File: config.mk
export PLATFORM = sky130hd
export DESIGN_NAME = psk_demod
export DESIGN_NICKNAME = d
export VERILOG_FILES = /design/src/rtl/psk_pkg.sv /design/src/rtl/psk_corr_acc.sv /design/src/rtl/psk_demod.sv
export SDC_FILE = /design/constraint.sdc
export NUM_CORES = 1
export LEC_CHECK = 0
export ABC_AREA = 1
export BUFFER_PORTS_ARGS = -buffer_cell sky130_fd_sc_hd__buf_2
export CAP_MARGIN = 20
export CORE_MARGIN = 2
export CORE_UTILIZATION = 40
export CTS_BUF_LIST = sky130_fd_sc_hd__clkbuf_2
export DETAILED_ROUTE_END_ITERATION = 12
export GPL_TIMING_DRIVEN = 0
export MAX_ROUTING_LAYER = met4
export SYNTH_ARGS = -nofsm -noshare
export SYNTH_HDL_FRONTEND = slang
export SYNTH_HIERARCHICAL = 1
export SYNTH_SLANG_ARGS = --single-unit
File: constraint.sdc
create_clock -name clk_16M384 -period 6.95 [get_ports clk_16M384]
set_input_delay 1.39 -clock clk_16M384 [delete_from_list [all_inputs] [get_ports clk_16M384]]
set_output_delay 1.39 -clock clk_16M384 [all_outputs]
set_load 0.01 [all_outputs]
File: src/rtl/psk_pkg.sv
// rtl/psk_pkg.sv - shared constants, bit-field positions and mode encoding for the PSK modem
package psk_pkg;
   localparam int SPS   = 16;
   localparam int BIT_I = 1;
   localparam int BIT_Q = 0;

   typedef enum logic {MODE_QPSK = 1'b0, MODE_BPSK = 1'b1} psk_mode_e;

   function automatic int acc_width(input int w);
      return 2 * w + 4;
   endfunction
endpackage

File: src/rtl/psk_corr_acc.sv
// rtl/psk_corr_acc.sv - one mixer lane: registered product feeding an integrate-and-dump accumulator
module psk_corr_acc
   import psk_pkg::*;
#(
   parameter int WIDTH = 12,
   localparam int AW = acc_width(WIDTH)
)
(
   input  logic                    clk_16M384,
   input  logic                    rst_16M384,
   input  logic signed [WIDTH-1:0] sample,
   input  logic signed [WIDTH-1:0] carrier,
   input  logic                    acc_en,
   input  logic                    acc_load,
   output logic signed [AW-1:0]    acc
);
   logic signed [2*WIDTH-1:0] prod;
   logic signed [AW-1:0]      prod_ext;

   assign prod_ext = {{(AW - 2*WIDTH){prod[2*WIDTH-1]}}, prod};

   always_ff @(posedge clk_16M384) begin
      if (rst_16M384) begin
         prod <= '0;
         acc  <= '0;
      end else begin
         prod <= sample * carrier;
         if (acc_en) begin
            acc <= acc_load ? prod_ext : acc + prod_ext;
         end
      end
   end
endmodule

File: src/rtl/psk_demod.sv
// rtl/psk_demod.sv - coherent BPSK/QPSK demodulator with AXIS symbol output
module psk_demod
   import psk_pkg::*;
#(
   parameter int WIDTH = 12,
   parameter int BYTES = 1
)
(
   input  logic                    clk_16M384,
   input  logic                    rst_16M384,
   input  logic signed [WIDTH-1:0] rx,
   input  logic signed [WIDTH-1:0] carrier_I,
   input  logic signed [WIDTH-1:0] carrier_Q,
   input  logic                    demod_en,
   input  logic                    is_bpsk,
   input  logic [3:0]              SYM_PHASE,
   input  logic [15:0]             FRAME_LEN,
   output logic [BYTES*8-1:0]      m_tdata,
   output logic                    m_tvalid,
   input  logic                    m_tready,
   output logic                    m_tlast,
   output logic                    m_tuser,
   output logic                    sym_strobe,
   output logic                    overflow
);
   localparam int AW = acc_width(WIDTH);
   localparam logic [3:0] LAST_OFS = 4'(SPS - 1);

   logic [3:0]           cnt;
   logic                 win_active;
   psk_mode_e            win_mode, s1_mode, s2_mode;
   logic                 s1_valid, s1_first, s1_last, s2_dump;
   logic [15:0]          frame_cnt;
   logic signed [AW-1:0] acc_i, acc_q;
   logic [AW:0]          acc_sum;
   logic                 win_start, win_end, bit_i, bit_q, end_of_frame;

   assign win_start    = demod_en && (cnt == SYM_PHASE);
   assign win_end      = demod_en && win_active && (cnt == SYM_PHASE + LAST_OFS);
   assign end_of_frame = (FRAME_LEN != 16'd0) && (frame_cnt == FRAME_LEN - 16'd1);

   psk_corr_acc #(.WIDTH(WIDTH)) u_lane_i (
      .clk_16M384 (clk_16M384),
      .rst_16M384 (rst_16M384),
      .sample     (rx),
      .carrier    (carrier_I),
      .acc_en     (s1_valid),
      .acc_load   (s1_first),
      .acc        (acc_i)
   );

   psk_corr_acc #(.WIDTH(WIDTH)) u_lane_q (
      .clk_16M384 (clk_16M384),
      .rst_16M384 (rst_16M384),
      .sample     (rx),
      .carrier    (carrier_Q),
      .acc_en     (s1_valid),
      .acc_load   (s1_first),
      .acc        (acc_q)
   );

   // BPSK sums both lanes one bit wider so the sign is exact
   always_comb begin
      acc_sum = {acc_i[AW-1], acc_i} + {acc_q[AW-1], acc_q};
      bit_i   = !acc_i[AW-1];
      bit_q   = !acc_q[AW-1];
      if (s2_mode == MODE_BPSK) begin
         bit_i = !acc_sum[AW];
         bit_q = !acc_sum[AW];
      end
   end

   always_ff @(posedge clk_16M384) begin
      if (rst_16M384) begin
         cnt        <= '0;
         win_active <= 1'b0;
         win_mode   <= MODE_QPSK;
         s1_valid   <= 1'b0;
         s1_first   <= 1'b0;
         s1_last    <= 1'b0;
         s1_mode    <= MODE_QPSK;
         s2_dump    <= 1'b0;
         s2_mode    <= MODE_QPSK;
         frame_cnt  <= '0;
         m_tdata    <= '0;
         m_tvalid   <= 1'b0;
         m_tlast    <= 1'b0;
         m_tuser    <= 1'b0;
         sym_strobe <= 1'b0;
         overflow   <= 1'b0;
      end else begin
         if (!demod_en) begin
            cnt        <= '0;
            win_active <= 1'b0;
            s1_valid   <= 1'b0;
            s1_first   <= 1'b0;
            s1_last    <= 1'b0;
            s2_dump    <= 1'b0;
            frame_cnt  <= '0;
         end else begin
            cnt      <= cnt + 4'd1;
            if (win_start) begin
               win_active <= 1'b1;
               win_mode   <= psk_mode_e'(is_bpsk);
            end
            s1_valid <= win_active || win_start;
            s1_first <= win_start;
            s1_last  <= win_end;
            s1_mode  <= win_mode;
            s2_dump  <= s1_valid && s1_last;
            s2_mode  <= s1_mode;
         end

         sym_strobe <= demod_en && s2_dump;
         if (m_tvalid && m_tready) begin
            m_tvalid <= 1'b0;
         end

         // single-entry output: a dump while a symbol is still held is dropped
         if (demod_en && s2_dump) begin
            if (!m_tvalid || m_tready) begin
               m_tdata        <= '0;
               m_tdata[BIT_I] <= bit_i;
               m_tdata[BIT_Q] <= bit_q;
               m_tvalid       <= 1'b1;
               m_tuser        <= (s2_mode == MODE_BPSK);
               m_tlast        <= end_of_frame;
               frame_cnt      <= end_of_frame ? 16'd0 : frame_cnt + 16'd1;
            end else begin
               overflow <= 1'b1;
            end
         end
      end
   end
endmodule

# Word-level counts from Yosys, hierarchy flattened

Index checks and enable logic that the tools add are counted.

$add $sub $neg: 7
$mul: 2
Equal/unequal tests: 3
Mux-type cells: 11
Bitwise gates (word level): 2
Reduce and logical (&&, ||, !) cells: 18

Operator list:

| cell                    | count |
|---|---|
| $mux W16                | 4 |
| $add A28 B24 Y28        | 2 |
| $mux W28                | 2 |
| $mul A12 B12 Y24        | 2 |
| $add A28 B28 Y29        | 1 |
| $add A16 B1 Y16 const B | 1 |
| $eq A16 B16 Y1          | 1 |
| $reduce_bool A16 Y1     | 1 |
| $sub A16 B1 Y16 const B | 1 |
| $eq A4 B4 Y1            | 2 |
| $logic_and A1 B1 Y1     | 7 |
| $reduce_and A2 Y1       | 3 |
| $mux W1                 | 5 |
| $add A4 B1 Y4 const B   | 1 |
| $add A4 B4 Y4 const B   | 1 |
| $logic_not A1 Y1        | 4 |
| $logic_or A1 B1 Y1      | 2 |
| $not A1 Y1              | 2 |
| $reduce_or A2 Y1        | 1 |

Bits in registers: 139
Input port bits: 61
Output and inout port bits: 13

# Longest topological paths before layout

Depth after elaboration: 6
Gate-level depth with buffers: 24
Depth with buffers taken out: 23

# Modules after synthesis

The synthesis kept the hierarchy.

Modules (own cells, without submodules):

| module                  | instances | cells an instance | area each (sq um) | seq. area each (sq um) |
|---|---|---|---|---|
| psk_corr_acc (u_lane_q) | 1         | 1345              | 9427.8            | 1041.0 |
| psk_corr_acc (u_lane_i) | 1         | 1334              | 9392.8            | 1041.0 |
| psk_demod               | 1         | 465               | 3061.7            | 700.7 |

# Least setup slack after synthesis

OpenSTA, ideal clock, no wires.

Path kind: input to register
Start point: input port rx[11]
End point: register u_lane_q.prod[23]
Arrival: 5.945 ns
Required time: 6.837 ns
Path slack: 0.893 ns
Stages: 20
Path buffers: 1
Cell sequence: clkbuf_1 -> nand2_1 -> fa_1 -> inv_1 -> fa_1 -> inv_1 -> fa_1 -> inv_1 -> fa_1 -> inv_1 -> fa_1 -> inv_1 -> ha_1 -> nand2_1 -> nor3_1 -> nand4_1 -> nor2_1 -> nor2_1 -> nor2_1 -> nor2_1

Longest elaborated chain between the ends: 1

Ends and longest elaborated chain:

| element              | line               | text |
|---|---|---|
| from (decl)          | psk_demod.sv:11    | `input logic signed [WIDTH-1:0] rx,` |
| $mul A12 B12 Y24     | psk_corr_acc.sv:27 | `prod <= sample * carrier;` |
| to (signal assigned) | psk_corr_acc.sv:27 |  |
| to (decl)            | psk_corr_acc.sv:17 | `logic signed [2*WIDTH-1:0] prod;` |

No other way between the ends.
A chain may end at the register's enable or synchronous reset.

# Worst setup path in the final report

Start point: input port rx[11]
End point: register u_lane_i.prod[23]

Longest elaborated chain between the ends: 1

Ends and longest elaborated chain:

| element              | line |
|---|---|
| $mul A12 B12 Y24     | psk_corr_acc.sv:27 |
| to (signal assigned) | psk_corr_acc.sv:27 |
| to (decl)            | psk_corr_acc.sv:17 |

No other way between the ends.

==> metrics.md <==
| Metric | Value |
|---|---|
| Post-DP HPWL | between 40 and 50 mm |
| Final Non-Filler Cells | 3944 |
| CTS HTree Levels | 4 |
| Setup Fix Bufs, Post-CTS | 0 |
| Fin Clk Skew | ~0.038 ns |
| Post-synth top area share | about 25% |
| Crit. Startpoint | rx[11] |
| R2R Setup Slk | 4.46 ns |
| Row count | 85 |
| GRT Util Overall | between 20 and 25% |
| Crit path depth | 23 |
| DR vias | between 15000 and 20000 |
| Initial antenna violation count | 1 |
| Crit start category | primary input |
| Class of the worst hold path | register to register |
| Crit path top cell by count | inv_1 |
| Sw power | just under 5 mW |
| FFs w/ async S/R, synth | 0% |
| R2r endpoint | u_lane_q/acc[16] |
| Sequential Power Share | about 13% |
| Number of global-route vias before repair | 19100 |
| Most frequent cells in the layout | 809 x nand2_1, 684 x inv_1, 278 x fa_1 |
| Initial DRT Pass Iterations | 5 |
| Top cells by area, synth | fa_1 25%, nand2_1 14%, dfxtp_1 13% |
| Leading area contributor after synthesis | fa_1 |
| P_leak | 12.8 nW |
| Routed WL per cell | approximately 15 um |
| Worst setup path endpoint | u_lane_i/prod[23] |
| Max-slew headroom | between 40% and 50% |
| Mean post-synth cell area | between 6 and 7 um2 |
| Post-layout minimum cycle time | 6.15 ns |
| Largest net degree at the start of global routing | 17 |
| Initial DRC count | between 1000 and 1500 |
| Register area share after synthesis | 12.7% |
| Area Growth Syn to Fin | 6.93% |
| WP buf/inv | 8 |
| RD Place Congestion | 0.945 |
| DRC Markers | 0 |
| Worst EP arrival | slightly below 7 ns |
| Setup Total Neg Slack | 0 ns |
| ANT nets after route | 0 |
| Nets | 3762 |
| Fin crit share | 88.4% |
| Ys Warns | 6 |
| Primary FF master, synth | dfxtp_1 |
| Crit path kind | primary input to register |
| Crit. End Element | register |
| Cts repair resizes | 0 |
| Required time worst endpoint | 7.56 ns |
| CTS tree | done |
| Layout cells sized above 1 | between 6 and 7% |
| Die width | 238 um |
| Core box area | about 54000 um2 |
| Area of the mapped netlist | 21900 um2 |
| Clock network fraction of total power | under 10% |
| Die Ht | approximately 240 um |
| Cell internal pwr | 3.72 mW |
| Post-synthesis cell type count | 50 |
| Max cap viols | 0 |
| Post-Route WL | ~58 mm |
| Fin. max-slew vios | 0 |
| Starting Density | about two fifths |
| EDFF count, synth | 0 |
| # IOs | between 70 and 80 |
| First-pass GRT wire length | between 90 and 100 mm |
| DR vias/cell | 4.85 |
| Worst R2R Start | u_lane_q/acc[0] |
| Cell count after synthesis | 3144 |
| Grt ovf | 0 |
| Final Hold Fails | 0 |
| Total CTS buffers | 17 |
| Die ar. | between 50000 and 60000 um2 |
| # clock sinks | between 100 and 150 |
| Sw frac | between 50 and 60% |
| Reg2reg path depth | 13 |
| Delay-heaviest family, CP | adder cells |
| Final instance area | 23400 um2 |
| # port buffers | 67 |
| Slew @ Worst Pin | roughly 0.78 ns |
| Worst IR Drop VDD | roughly 270 uV |
| Max Root-Sink Buffers | 2 |
| Final setup viols | 0 |
| Hold path depth | 2 |
| FF+latch count, synth | 139 |
| Worst-path cell chain | buf_2 > clkbuf_1 > nand2_1 > inv_1 > fa_1 > fa_1 > inv_1 > fa_1 > inv_1 > fa_1 > inv_1 > fa_1 > inv_1 > ha_1 > nand2_1 > inv_1 > nand3_1 > nor3_1 > nand4_1 > nand3_1 > nand3_1 > nand2_1 > nor2_1 |
| CP max stage delay | 0.72 ns |
| Worst-Skew Late Latency | 0.73 ns |
| Dpl cells | slightly below 4000 |
| Combinational share of power | 80.8% |
| Total power per unit cell area | ~360 nW/um2 |
| Critical path's slowest cell | fa_1 |
| Placed instance area | approximately 23000 um2 |
| Clock root cell | clkbuf_2 |
| Unrepaired setup endpoints after global routing | false |
| CTS hold repair buffers | 0 |
| Worst-path clk slew | about 0.19 ns |
| Status | finished, final reports clean |
| Fmax achieved | between 0.15 and 0.2 GHz |
| Most common cell after layout, fill and taps aside | nand2_1 |
| Largest fanout on the critical path | 10 |
[power by group through the flow]
stage               logic (mW)  clock network (mW)  registers [mW]
finish                    6.89               0.569            1.07
global route              8.02               0.617            1.08
CTS                       6.90               0.586            1.06
detailed placement        6.85                   0            1.08
global placement          6.83                   0            1.08
floorplan                 5.26                   0            1.01
[cell usage after synthesis, types with 8 or more instances]
cell      instances
xnor2_1          25
clkbuf_1         67
nor3_1           21
o21bai_1         16
fa_1            278
nand3_1         122
nand2_2          20
nand4_1          36
nor2_2           22
ha_1            188
a21oi_2          11
nand3_2          11
o211ai_1         12
dfxtp_1         139
buf_4             8
nor2_1          255
o21ai_0          83
a21oi_1         193
buf_2             9
a21o_1           12
inv_1           684
or2_2            15
nand2_1         809
xor2_1           40
[kinds of logic after synthesis]
group | count (synthesis) | share of synthesized area [%]
compound gates | 347 | 8.78
fa+ha+maj | 466 | 36.2
other cells | 1 | 0.0171
flops | 139 | 12.7
xor+xnor | 65 | 2.60
simple gates | 1342 | 26.0
buf+inv | 784 | 13.7
[worst min path at each step]
stage | startpoint | slack [ns] | to
after floorplan | s1_last | 0.40 | s2_dump
after global placement | s1_last | 0.42 | s2_dump
after detailed placement | s1_last | 0.41 | s2_dump
after CTS | s1_last | 0.44 | s2_dump
after global routing | s1_last | 0.47 | s2_dump
final | s1_last | 0.45 | s2_dump
[per-stage QoR]
| step | hold slack, ns | power, mW | setup slack (ns) | util [%] |
|---|---|---|---|---|
| after floorplan | 0.401 | 6.27 | 0.893 | - |
| after CTS | 0.444 | 8.55 | 0.805 | 43.4 |
| final | 0.447 | 8.53 | 0.804 | 43.4 |
| after global placement | 0.416 | 7.91 | -0.0145 | 42.9 |
| after global routing | 0.474 | 9.72 | 0.408 | 43.4 |
| after detailed placement | 0.415 | 7.93 | 0.00422 | 42.9 |
[registers in the layout, summed over array words and instances (netlist names), 2 cells and up]
register       flops
u_lane_i/acc      28
u_lane_q/acc      28
u_lane_i/prod     24
u_lane_q/prod     24
frame_cnt         16
cnt                4
m_tdata            2
[routing by layer]
layer  track usage (%)  wire length [um]  up-vias
met3              2.35              2560       76
met2              36.3             27400      431
li1                  -                 -     9725
met4              5.79              1410        0
met5                 -                 0        -
met1              28.5             27000     8884
[worst reg2reg max path, stage by stage (launching register included)]
cell	delay (ns)
dfxtp_1	0.40
ha_1	0.26
inv_1	0.08
fa_1	0.36
inv_1	0.20
nand3_1	0.12
nand3_2	0.13
nand2_1	0.06
nand2_1	0.14
nand2_1	0.08
nand2_1	0.14
nor2_1	0.05
o21ai_0	0.28
a21oi_1	0.10
[cell type report]
type / count / area (um2)
tap: 696 / 871
buffer: 93 / 410
antenna: 1 / 2.50
multi-input combinational: 2226 / 16100
clock inverter: 13 / 199
timing repair buffer: 67 / 335
clock buffer: 18 / 90.1
inverter: 691 / 2600
sequential: 139 / 2780
fill: 5671 / 30500
(Power assumes the default switching activity.)
